## config.mk

```make
export PLATFORM = sky130hd
export DESIGN_NAME = cl_serial_unit
export DESIGN_NICKNAME = d
export VERILOG_FILES = /design/src/rtl/cl_pkg.sv /design/src/rtl/cl_bit.sv /design/src/rtl/cl_serial_unit.sv
export SDC_FILE = /design/constraint.sdc
export NUM_CORES = 1
export LEC_CHECK = 0
export CAP_MARGIN = 10
export CORE_MARGIN = 1
export CORE_UTILIZATION = 40
export DETAILED_ROUTE_END_ITERATION = 6
export GPL_TIMING_DRIVEN = 1
export PLACE_DENSITY_LB_ADDON = 0.12
export SYNTH_ARGS = -nofsm -noshare
export SYNTH_HDL_FRONTEND = slang
export SYNTH_SLANG_ARGS = --single-unit
export TNS_END_PERCENT = 20
```

## constraint.sdc

```tcl
create_clock -name clk -period 3.8 [get_ports clk]
set_input_delay 0.38 -clock clk [delete_from_list [all_inputs] [get_ports clk]]
set_output_delay 0.38 -clock clk [all_outputs]
set_load 0.01 [all_outputs]
```

## src/rtl/cl_pkg.sv

```systemverilog
// Shared definitions for the bit-serial logic unit: operation codes and FSM encoding.
package cl_pkg;

   localparam logic [1:0] CLOP_AND  = 2'b00;
   localparam logic [1:0] CLOP_OR   = 2'b01;
   localparam logic [1:0] CLOP_XOR  = 2'b10;
   localparam logic [1:0] CLOP_XNOR = 2'b11;

   typedef enum logic [1:0] {
      ST_IDLE  = 2'd0,
      ST_SHIFT = 2'd1,
      ST_DONE  = 2'd2
   } state_t;

endpackage

```

## src/rtl/cl_bit.sv

```systemverilog
// 1-bit logic cell: out = f(a, b) selected by clop (AND, OR, XOR, XNOR).
module cl_bit
   import cl_pkg::*;
(
   output logic       out,
   input  logic       a,
   input  logic       b,
   input  logic [1:0] clop
);

   always_comb begin
      out = 1'b0;
      case (clop)
         CLOP_AND: out = a & b;
         CLOP_OR:  out = a | b;
         CLOP_XOR: out = a ^ b;
         default:  out = ~(a ^ b);
      endcase
   end

endmodule

```

## src/rtl/cl_serial_unit.sv

```systemverilog
// Bit-serial WIDTH-bit logic unit: streams operands LSB-first through cl_bit
// and reassembles the result word behind valid/ready handshakes on both sides.
module cl_serial_unit
   import cl_pkg::*;
#(
   parameter int WIDTH = 8
) (
   input  logic             clk,
   input  logic             rst_n,
   input  logic             in_valid,
   output logic             in_ready,
   input  logic [WIDTH-1:0] in_a,
   input  logic [WIDTH-1:0] in_b,
   input  logic [1:0]       in_clop,
   output logic             out_valid,
   input  logic             out_ready,
   output logic [WIDTH-1:0] out_result,
   output logic             out_zero,
   output logic             busy,
   output logic [1:0]       fsm_state
);

   // Handshake rule (both sides): a word transfers on a rising edge where
   // valid and ready are both 1; the producer holds data while ready is 0.

   localparam int CW = (WIDTH > 1) ? $clog2(WIDTH) : 1;
   localparam logic [CW-1:0] CNT_LAST = CW'(WIDTH - 1);

   state_t           state;
   logic [WIDTH-1:0] sa;
   logic [WIDTH-1:0] sb;
   logic [WIDTH-1:0] res;
   logic [WIDTH-1:0] res_next;
   logic [1:0]       op;
   logic [CW-1:0]    cnt;
   logic             cell_bit;
   logic             ready_q;
   logic             valid_q;
   logic             busy_q;
   logic             zero_q;

   cl_bit u_cell (
      .out  (cell_bit),
      .a    (sa[0]),
      .b    (sb[0]),
      .clop (op)
   );

   // Each new result bit enters at the MSB so the LSB-first stream lands in order.
   generate
      if (WIDTH == 1) begin : g_res_w1
         assign res_next = cell_bit;
      end else begin : g_res_wn
         assign res_next = {cell_bit, res[WIDTH-1:1]};
      end
   endgenerate

   always_ff @(posedge clk) begin
      if (!rst_n) begin
         state   <= ST_IDLE;
         sa      <= '0;
         sb      <= '0;
         res     <= '0;
         op      <= CLOP_AND;
         cnt     <= '0;
         ready_q <= 1'b1;
         valid_q <= 1'b0;
         busy_q  <= 1'b0;
         zero_q  <= 1'b0;
      end else begin
         case (state)
            ST_IDLE: begin
               if (in_valid && ready_q) begin
                  sa      <= in_a;
                  sb      <= in_b;
                  op      <= in_clop;
                  cnt     <= '0;
                  state   <= ST_SHIFT;
                  ready_q <= 1'b0;
                  busy_q  <= 1'b1;
               end
            end
            ST_SHIFT: begin
               res <= res_next;
               sa  <= sa >> 1;
               sb  <= sb >> 1;
               cnt <= cnt + CW'(1);
               if (cnt == CNT_LAST) begin
                  state   <= ST_DONE;
                  busy_q  <= 1'b0;
                  valid_q <= 1'b1;
                  zero_q  <= (res_next == '0);
               end
            end
            ST_DONE: begin
               if (out_ready) begin
                  state   <= ST_IDLE;
                  valid_q <= 1'b0;
                  zero_q  <= 1'b0;
                  ready_q <= 1'b1;
               end
            end
            default: begin
               state   <= ST_IDLE;
               ready_q <= 1'b1;
               valid_q <= 1'b0;
               busy_q  <= 1'b0;
               zero_q  <= 1'b0;
            end
         endcase
      end
   end

   // Gating with rst_n keeps in_ready low during reset yet high right after release.
   assign in_ready   = ready_q & rst_n;
   assign out_valid  = valid_q;
   assign busy       = busy_q;
   assign out_zero   = zero_q;
   assign out_result = res;
   assign fsm_state  = state;

endmodule

```

==> flow_metrics.py, run 1 <==
metrics = {
    "worst_setup_path": {
        "worstSetupStartpointType": "input port",
        "crit_fanout": 6,
        "critPathArrivalTime_ps": 1680,
        "required_ps": 3420,
        "cp_cell_sequence": "clkdlybuf4s50_1, inv_1, nor2_1, clkdlybuf4s50_1",
        "slowest_stage": "clkdlybuf4s50_1",
        "crit_top_cell": "clkdlybuf4s50_1",
        "startpoint": "rst_n",
        "rr_worst_depth": 4,
        "critPathKind": "input port to primary output",
        "cpPeakStageDelay_ps": 580,
        "endpoint_kind": "primary output",
        "r2r_start": "fsm_state[0]$_SDFFE_PN0P_",
    },
    "power_and_ir_drop": {
        "leakagePower_nw": 0.728,
        "p_sw_share_pct": 26.4,
        "power_frac_comb_pct": 18.7,
        "power_frac_clock_pct": 29.4,
        "powerDensity_mw_per_mm2": 399,
        "finalPower_w": 0.000796,
        "switchingPower_w": 0.000210,
        "internal_power_w": 0.000586,
        "max-vdd-ir-drop_mv": 0.194,
        "pwr-share-seq_pct": 51.9,
    },
    "floorplan": {
        "coreArea_mm2": 0.00374,
        "core.rowCount": 22,
        "dieWidth_um": 65.3,
        "start_util_pct": 42.8,
        "die_h_um": 65.3,
        "pin_count": 36,
        "die_area_mm2": 0.00426,
    },
    "timing": {
        "fin_crit_sh_pct": 54.1,
        "clock.fmax_ghz": 0.486,
        "min_period_ps": 2060,
        "rsz0062_at_grt": "no",
        "fin_setup_tns_ps": 0,
        "final_max_slew_viol_count": 0,
        "hold_viol_final": 0,
        "slew_headroom_pct": 27.2,
        "worst_pin_slew_ps": 1090,
        "setup_viol": 0,
        "skew_ps": 5.24,
    },
    "synthesis": {
        "yosysMostFrequentCell": "nand2_1",
        "ys_top_cells_by_area": "dfxtp_1 (44%), nand2_1 (12%), a21oi_1 (5.6%)",
        "synth_seq_cells": 35,
        "synthCells": 190,
        "synth_edf_count": 0,
        "synth_area_mm2": 0.00160,
        "ys_types": 30,
        "synth_top_cell_by_area": "dfxtp_1",
        "syn_area_per_cell_um2": 8.43,
        "yosys_warnings": 0,
        "async_reset_ff_share_pct": 0,
        "ys.flop_type": "dfxtp_1",
        "synthTopCellsByCount": "nand2_1 (53), dfxtp_1 (35), a21oi_1 (18)",
        "synth_seq_area_share_pct": 43.8,
        "yosys.area.top_type_share_pct": 43.8,
        "syn_nets": 216,
    },
    "clocking": {
        "cts_buffers": 5,
        "cts.sinks": 35,
        "post_cts_buffers": 0,
        "postCtsHoldBufs": 0,
        "ctsResizeCount": 0,
        "tritoncts": "done",
        "clock_latency_ps": 270,
        "clock-root-buffer": "clkbuf_8",
        "path_clk_slew_ps": 60,
        "htree_levels": 2,
        "clockBufferDepth": 2,
    },
    "cells_and_area": {
        "finalNetCount": 245,
        "antennaDiodeCount": 0,
        "syn_to_final_growth_pct": 24.5,
        "drive_above_1_share_pct": 6.88,
    },
    "place": {
        "io_buffers": 35,
        "hpwlAfterDp_mm": 2.28,
        "place_congestion": 0.772,
    },
    "route": {
        "vias": 1423,
        "drtPass1Iterations": 4,
        "wire_per_inst_um": 12.9,
        "drc": 0,
        "drtIter0Drc": 98,
        "wirelength_mm": 3.43,
        "vias_per_cell": 5.35,
        "postRouteAntennaNets": 0,
    },
    "status": {
        "status": "finished clean",
    },
    "global_route": {
        "antenna_found_initial": 0,
        "grtUsageTotal_pct": 17.5,
        "grt_pass1_vias": 1310,
        "overflow": 0,
        "grt_max_degree": 32,
        "grt_pass1_wl_mm": 5.82,
    },
    "worst_hold_path": {
        "hold_start": "out_valid$_SDFFE_PN0P_",
        "hold_path_depth": 2,
        "hold_class": "flip-flop to flip-flop",
    },
    "flow_run": {
        "cap_violations": 0,
    },
}
## worst max-delay path, delay by kind of cell
kind                   cells  cell delay (ps)
buffers and inverters      3             1210
and+or+nand+nor            1               90
## kinds of logic (layout without fill, tap and decap cells)
kind of cell / Yosys count / after routing / share of synthesized area, %
buffers and inverters: 20 / 48 / 8.20
adder cells (fa/ha/maj): 4 / 4 / 3.13
XOR/XNOR: 1 / 1 / 0.547
AO/OA/AOI/OAI: 41 / 41 / 19.1
flip-flops: 35 / 35 / 43.7
AND/OR/NAND/NOR: 89 / 89 / 25.2
## flip-flops by register name, indices dropped and copies added, names as in the netlist
signal	count
busy	1
cnt	3
fsm_state	2
op	2
out_result	8
out_valid	1
out_zero	1
ready_q	1
sa	8
sb	8
## power groups by stage
| stage | logic, W | registers [W] | clock network, W |
|---|---|---|---|
| floorplan | 0.000111 | 0.000417 | 0 |
| global placement | 0.000143 | 0.000419 | 0 |
| detailed placement | 0.000149 | 0.000421 | 0 |
| CTS | 0.000150 | 0.000413 | 0.000243 |
| global route | 0.000167 | 0.000417 | 0.000255 |
| finish | 0.000148 | 0.000413 | 0.000234 |
## placed cells by master (no fill, tap or decap)
| cell type | n |
|---|---|
| a211o_1 | 1 |
| a21oi_1 | 18 |
| a22oi_1 | 1 |
| a311oi_1 | 9 |
| a311oi_2 | 5 |
| a31oi_1 | 1 |
| a41o_1 | 1 |
| and2_1 | 1 |
| and4bb_1 | 1 |
| buf_4 | 3 |
| clkbuf_1 | 1 |
| clkbuf_8 | 5 |
| clkdlybuf4s50_1 | 35 |
| dfxtp_1 | 35 |
| ha_1 | 4 |
| inv_1 | 4 |
| nand2_1 | 53 |
| nand2_2 | 1 |
| nand2b_1 | 3 |
| nand3_1 | 5 |
| nand3b_1 | 1 |
| nand4bb_1 | 2 |
| nor2_1 | 5 |
| nor2b_2 | 1 |
| nor3_1 | 15 |
| nor4_1 | 1 |
| o211a_1 | 1 |
| o21ai_0 | 4 |
| xor2_1 | 1 |
## area by class of cell
class	count	area, um2
tap	48	60.1
timing repair buffer	38	373
sequential	35	701
inverter	4	15.0
multi-input combinational	135	772
fill	378	1750
clock buffer	6	72.6
## final timing paths
check                           slack, ps                    endpoint
worst min-delay path                  460      out_valid$_SDFFE_PN0P_
worst min register to register        460      out_valid$_SDFFE_PN0P_
worst max register to register       1760  out_result[7]$_SDFFE_PN0P_
worst max-delay path                 1740                    in_ready
## per-layer routing
metal | vias to the layer above | track usage [%] | part of all wire, %
met2 | 46 | 25.3 | 45
li1 | 717 | - | -
met3 | 5 | 3.30 | 5.3
met4 | 0 | 6.52 | 1.1
met5 | - | 0 | 0
met1 | 655 | 25.4 | 49
## through the flow
stage	cells	util (%)	setup slack (ps)	area, um2	hold WS, ps
3_5_place_dp	260	51.3	1720	1920	450
6_report	266	53.2	1740	1990	455
3_3_place_gp	260	51.3	1780	1920	447
4_1_cts	266	53.2	1730	1990	459
2_1_floorplan	190	-	2440	1600	447
5_1_grt	266	53.2	1560	1990	492
(Power assumes the default switching activity.)
==> inputs of run 2 (changes only) <==
==> constraint.sdc (replaced) <==
create_clock -name clk -period 1.7 [get_ports clk]
set_input_delay 0.17 -clock clk [delete_from_list [all_inputs] [get_ports clk]]
set_output_delay 0.17 -clock clk [all_outputs]
set_load 0.01 [all_outputs]
==> run 2 against run 1 <==
  * First-iteration DRC count rose by 18%
  * Via count is 1.5% lower
  * Worst setup slack lost 1600 ps
  * Global-route usage up 0.31 points
  * Die area stayed put
  * Total power is 130% higher
  * Cell area up 3.2%
  * Critical path type is now flip-flop to primary output
==> flow_metrics.py, run 2 (synthesized netlist as in run 1, its figures left out) <==
metrics = {
    "cells_and_area": {
        "drive_above_1_share_pct": 8.93,
        "syn_to_final_growth_pct": 28.4,
        "finalInstanceArea_mm2": 0.00206,
        "finalNetCount": 249,
        "antennaDiodeCount": 0,
        "stdcell_count": 272,
        "final_cell_mix": "nand2_1 (53), dfxtp_1 (35), clkdlybuf4s50_1 (35)",
        "final_common_cell": "nand2_1",
    },
    "place": {
        "post-place-cells": 264,
        "place_congestion": 0.746,
        "hpwlAfterDp_mm": 2.25,
        "place_area_mm2": 0.00198,
        "io_buffers": 35,
    },
    "clocking": {
        "post_cts_buffers": 0,
        "path_clk_slew_ps": 70,
        "clock-root-buffer": "clkbuf_8",
        "clockBufferDepth": 2,
        "tritoncts": "done",
        "postCtsHoldBufs": 0,
        "cts.sinks": 35,
        "cts_buffers": 5,
        "ctsResizeCount": 0,
        "htree_levels": 2,
        "clock_latency_ps": 280,
    },
    "power_and_ir_drop": {
        "leakagePower_nw": 0.759,
        "finalPower_w": 0.00183,
        "max-vdd-ir-drop_mv": 0.518,
        "power_frac_clock_pct": 30.3,
        "power_frac_comb_pct": 19.2,
        "switchingPower_w": 0.000488,
        "powerDensity_mw_per_mm2": 891,
        "p_sw_share_pct": 26.6,
        "internal_power_w": 0.00134,
        "pwr-share-seq_pct": 50.4,
    },
    "worst_setup_path": {
        "rr_worst_depth": 4,
        "critPathKind": "flip-flop to primary output",
        "cp.depth": 1,
        "crit_path_end": "fsm_state[0]",
        "cpPeakStageDelay_ps": 600,
        "required_ps": 1530,
        "endpoint_kind": "primary output",
        "rr_endpoint": "sa[3]$_SDFFE_PN0P_",
        "critPathArrivalTime_ps": 1390,
        "startpoint": "fsm_state[0]$_SDFFE_PN0P_",
        "path_delay_family": "buffers and inverters",
        "rrSetupSlack_ps": 290,
        "slowest_stage": "clkdlybuf4s50_1",
        "crit_fanout": 11,
        "cp_cell_sequence": "clkdlybuf4s50_1",
        "path_buf_inv": 1,
        "worstSetupStartpointType": "flip-flop",
        "r2r_start": "fsm_state[0]$_SDFFE_PN0P_",
    },
    "route": {
        "vias": 1401,
        "drtPass1Iterations": 4,
        "met2_length_mm": 1.60,
        "top_layer_used": "met4",
        "wire_per_inst_um": 12.4,
        "vias_per_cell": 5.15,
        "wirelength_mm": 3.38,
        "drc": 0,
        "postRouteAntennaNets": 0,
        "drt-met1-wl_mm": 1.61,
        "drtIter0Drc": 116,
        "wl_met3_um": 143,
    },
    "timing": {
        "rsz0062_at_grt": "no",
        "fin_setup_tns_ps": 0,
        "clock.fmax_ghz": 0.643,
        "hold_viol_final": 0,
        "slew_headroom_pct": 76.4,
        "skew_ps": 6.55,
        "setup_viol": 0,
        "worst_pin_slew_ps": 354,
        "final_max_slew_viol_count": 0,
        "fin_crit_sh_pct": 91.5,
        "min_period_ps": 1560,
    },
    "flow_run": {
        "cap_violations": 0,
    },
    "global_route": {
        "antenna_found_initial": 0,
        "grt_max_degree": 41,
        "overflow": 0,
        "grt_pass1_vias": 1347,
        "grtUsageTotal_pct": 17.8,
        "grt_pass1_wl_mm": 5.83,
    },
    "floorplan": {
        "dieWidth_um": 65.3,
        "core.rowCount": 22,
        "coreArea_mm2": 0.00374,
        "pin_count": 36,
        "die_area_mm2": 0.00426,
        "start_util_pct": 42.8,
        "die_h_um": 65.3,
    },
    "status": {
        "status": "finished clean",
    },
    "worst_hold_path": {
        "hold_class": "input port to flip-flop",
    },
}
run 2: stage by stage:
| stage | utilization (%) | hold slack (ps) | setup WS [ps] |
|---|---|---|---|
| 2_1_floorplan | - | 243 | 337 |
| 3_3_place_gp | 52.8 | 445 | 224 |
| 3_5_place_dp | 52.8 | 461 | 181 |
| 4_1_cts | 54.9 | 439 | 134 |
| 5_1_grt | 54.9 | 462 | 39.4 |
| 6_report | 54.9 | 449 | 144 |
run 2: final cells by class:
type                    instances  area [um2]
fillers                       372        1690
multi-input cells             135         772
flip-flops and latches         35         701
repair buffers                 42         428
clock buffers                   7        76.3
well taps                      48        60.1
inverters                       4        15.0
clock inverters                 1        5.00
run 2: worst min path at each step:
stage	startpoint	cells past startpoint	slack, ps	endpoint
6_report	in_a[7]	3	450	sa[7]$_SDFFE_PN0P_
5_1_grt	in_a[7]	3	460	sa[7]$_SDFFE_PN0P_
4_1_cts	in_a[7]	3	440	sa[7]$_SDFFE_PN0P_
3_5_place_dp	out_valid$_SDFFE_PN0P_	2	460	out_valid$_SDFFE_PN0P_
3_3_place_gp	out_result[0]$_SDFFE_PN0P_	2	440	out_result[0]$_SDFFE_PN0P_
2_1_floorplan	rst_n	1	240	ready_q$_SDFFE_PN1P_
run 2: worst register-to-register path, delay by kind of cell (launching register included):
kind            cells  cell delay, ps
compound gates      1             240
buf+inv             1             210
simple gates        2             360
flops               1             510
run 2: layer usage:
metal | vias to the layer above | GRT usage [%]
met4 | 0 | 4.89
met1 | 640 | 21.3
met3 | 2 | 6.25
met5 | - | 0
met2 | 35 | 29.9
li1 | 724 | -
run 2: power by group through the flow:
stage | combinational (W) | clock [W] | sequential [W]
floorplan | 0.000248 | 0 | 0.000932
global placement | 0.000345 | 0 | 0.000938
detailed placement | 0.000357 | 0 | 0.000942
CTS | 0.000359 | 0.000582 | 0.000923
global route | 0.000392 | 0.000627 | 0.000934
finish | 0.000352 | 0.000555 | 0.000924
==> inputs of run 3 (changes only) <==
--- a/config.mk
+++ b/config.mk
@@ -10,7 +10,9 @@
 export CORE_UTILIZATION = 40
 export DETAILED_ROUTE_END_ITERATION = 6
 export GPL_TIMING_DRIVEN = 1
+export HOLD_SLACK_MARGIN = 0.1
 export PLACE_DENSITY_LB_ADDON = 0.12
+export SETUP_SLACK_MARGIN = 0.1
 export SYNTH_ARGS = -nofsm -noshare
 export SYNTH_HDL_FRONTEND = slang
 export SYNTH_SLANG_ARGS = --single-unit
==> run 3 against run 2 <==
  * Combinational power barely moved
  * Maximum frequency fell by 0.14%
  * Highest routed layer unchanged
  * Worst setup slack got worse by 2.2 ps
  * Clock-buffer cell count did not move
  * Register-to-register slack barely moved
==> flow_metrics.py, run 3 (synthesized netlist as in run 1, its figures left out) <==
metrics = {
    "status": {
        "status": "finished clean",
    },
    "power_and_ir_drop": {
        "power_frac_comb_pct": 19.2,
        "max-vdd-ir-drop_mv": 0.516,
        "pwr-share-seq_pct": 50.4,
        "p_sw_share_pct": 26.7,
        "internal_power_w": 0.00134,
        "power_frac_clock_pct": 30.4,
        "switchingPower_w": 0.000489,
        "leakagePower_nw": 0.760,
        "powerDensity_mw_per_mm2": 890,
    },
    "worst_setup_path": {
        "worstSetupStartpointType": "flip-flop",
        "path_delay_family": "buffers and inverters",
        "cp_cell_sequence": "clkdlybuf4s50_1",
        "rrSetupSlack_ps": 280,
        "path_buf_inv": 1,
        "rr_endpoint": "sa[3]$_SDFFE_PN0P_",
        "critPathKind": "flip-flop to primary output",
        "endpoint_kind": "primary output",
        "rr_worst_depth": 4,
        "crit_fanout": 11,
        "required_ps": 1530,
        "cpPeakStageDelay_ps": 600,
        "slowest_stage": "clkdlybuf4s50_1",
        "r2r_start": "fsm_state[0]$_SDFFE_PN0P_",
        "critPathArrivalTime_ps": 1390,
    },
    "cells_and_area": {
        "finalNetCount": 249,
        "final_cell_mix": "nand2_1 (53), clkdlybuf4s50_1 (35), dfxtp_1 (34)",
        "drive_above_1_share_pct": 9.38,
        "finalInstanceArea_mm2": 0.00206,
        "antennaDiodeCount": 0,
        "final_common_cell": "nand2_1",
        "fillers": 371,
        "syn_to_final_growth_pct": 28.5,
    },
    "place": {
        "io_buffers": 35,
        "place_congestion": 0.746,
        "place_area_mm2": 0.00198,
        "hpwlAfterDp_mm": 2.25,
        "pre_cts_ws_ps": 181,
    },
    "floorplan": {
        "start_util_pct": 42.8,
        "core.rowCount": 22,
        "pin_count": 36,
        "coreArea_mm2": 0.00374,
        "die_h_um": 65.3,
        "die_area_mm2": 0.00426,
        "dieWidth_um": 65.3,
    },
    "route": {
        "vias": 1409,
        "drtPass1Iterations": 4,
        "postRouteAntennaNets": 0,
        "vias_per_cell": 5.18,
        "wirelength_mm": 3.39,
        "drc": 0,
        "drtIter0Drc": 116,
        "wire_per_inst_um": 12.5,
    },
    "timing": {
        "slew_headroom_pct": 76.2,
        "hold_viol_final": 0,
        "setup_viol": 0,
        "skew_ps": 7.20,
        "worst_pin_slew_ps": 357,
        "fin_setup_tns_ps": 0,
        "fin_crit_sh_pct": 91.6,
        "final_max_slew_viol_count": 0,
        "clock.fmax_ghz": 0.642,
        "fin_ws_ps": 142,
        "rsz0062_at_grt": "yes",
        "min_period_ps": 1560,
        "holdWs_ps": 443,
    },
    "global_route": {
        "grt_max_degree": 41,
        "grt_pass1_vias": 1347,
        "grtUsageTotal_pct": 17.8,
        "antenna_found_initial": 0,
        "overflow": 0,
        "grt_pass1_wl_mm": 5.83,
    },
    "worst_hold_path": {
        "hold_start": "in_a[7]",
        "hold_end": "sa[7]$_SDFFE_PN0P_",
        "hold_class": "input port to flip-flop",
        "hold_path_depth": 3,
    },
    "clocking": {
        "clockBufferDepth": 2,
        "htree_levels": 2,
        "clock_latency_ps": 280,
        "clock-root-buffer": "clkbuf_8",
        "tritoncts": "done",
        "cts.sinks": 35,
        "path_clk_slew_ps": 70,
        "cts_buffers": 5,
    },
    "flow_run": {
        "cap_violations": 0,
    },
}
## run 3: cell types whose count changed in the layout (fill, tap and decap cells not counted)
cell / before / now
dfxtp_1: 35 / 34
dfxtp_2: 0 / 1
## run 3: power by group through the flow
stage	Combinational, W	Clock, W	Sequential [W]
finish	0.000352	0.000556	0.000924
global route	0.000392	0.000627	0.000933
CTS	0.000359	0.000582	0.000923
detailed placement	0.000357	0	0.000942
global placement	0.000345	0	0.000938
floorplan	0.000248	0	0.000932
## run 3: cell type report
class	count	area (um2)	area share, %
flip-flops and latches	35	702	34.1
repair buffers	42	428	20.8
multi-input cells	135	772	37.5
clock buffers	7	76.3	3.71
clock inverters	1	5.00	0.243
well taps	48	60.1	2.92
inverters	4	15.0	0.729
## run 3: how the worst max path moves through the flow
stage                                   start                  to  slack [ps]  depth (start not counted)
detailed placement                   in_valid  sb[2]$_SDFFE_PN0P_         180                          5
global route        fsm_state[0]$_SDFFE_PN0P_        fsm_state[0]          60                          1
finish              fsm_state[0]$_SDFFE_PN0P_        fsm_state[0]         140                          1
CTS                 fsm_state[0]$_SDFFE_PN0P_        fsm_state[0]         130                          1
global placement                        rst_n            in_ready         220                          4
floorplan           fsm_state[0]$_SDFFE_PN0P_  sa[2]$_SDFFE_PN0P_         340                          6
## run 3: through the flow
step	utilization [%]	std cells	power (W)
after floorplan	-	190	0.00118
after global placement	52.8	264	0.00128
after detailed placement	52.8	264	0.00130
after CTS	54.9	272	0.00186
after global routing	55.0	272	0.00195
final	55.0	272	0.00183
## run 3: metal layers
metal	GRT usage [%]	share of wire (%)	vias up
met2	29.9	48	29
met5	0	0	-
met1	21.3	48	652
met3	6.25	3.7	2
met4	4.89	0.59	0
li1	-	-	726
## run 3: what timing repair did
item	in CTS	in global routing
setup endpoints to repair	0	3
hold buffers	0	0
resized for setup	0	1
setup buffers	0	0
## run 3: tightest hold or removal path, delay by kind of cell
kind / cells / cell delay, ps
buffers and inverters: 1 / 390
AO/OA/AOI/OAI: 1 / 50
AND/OR/NAND/NOR: 1 / 60
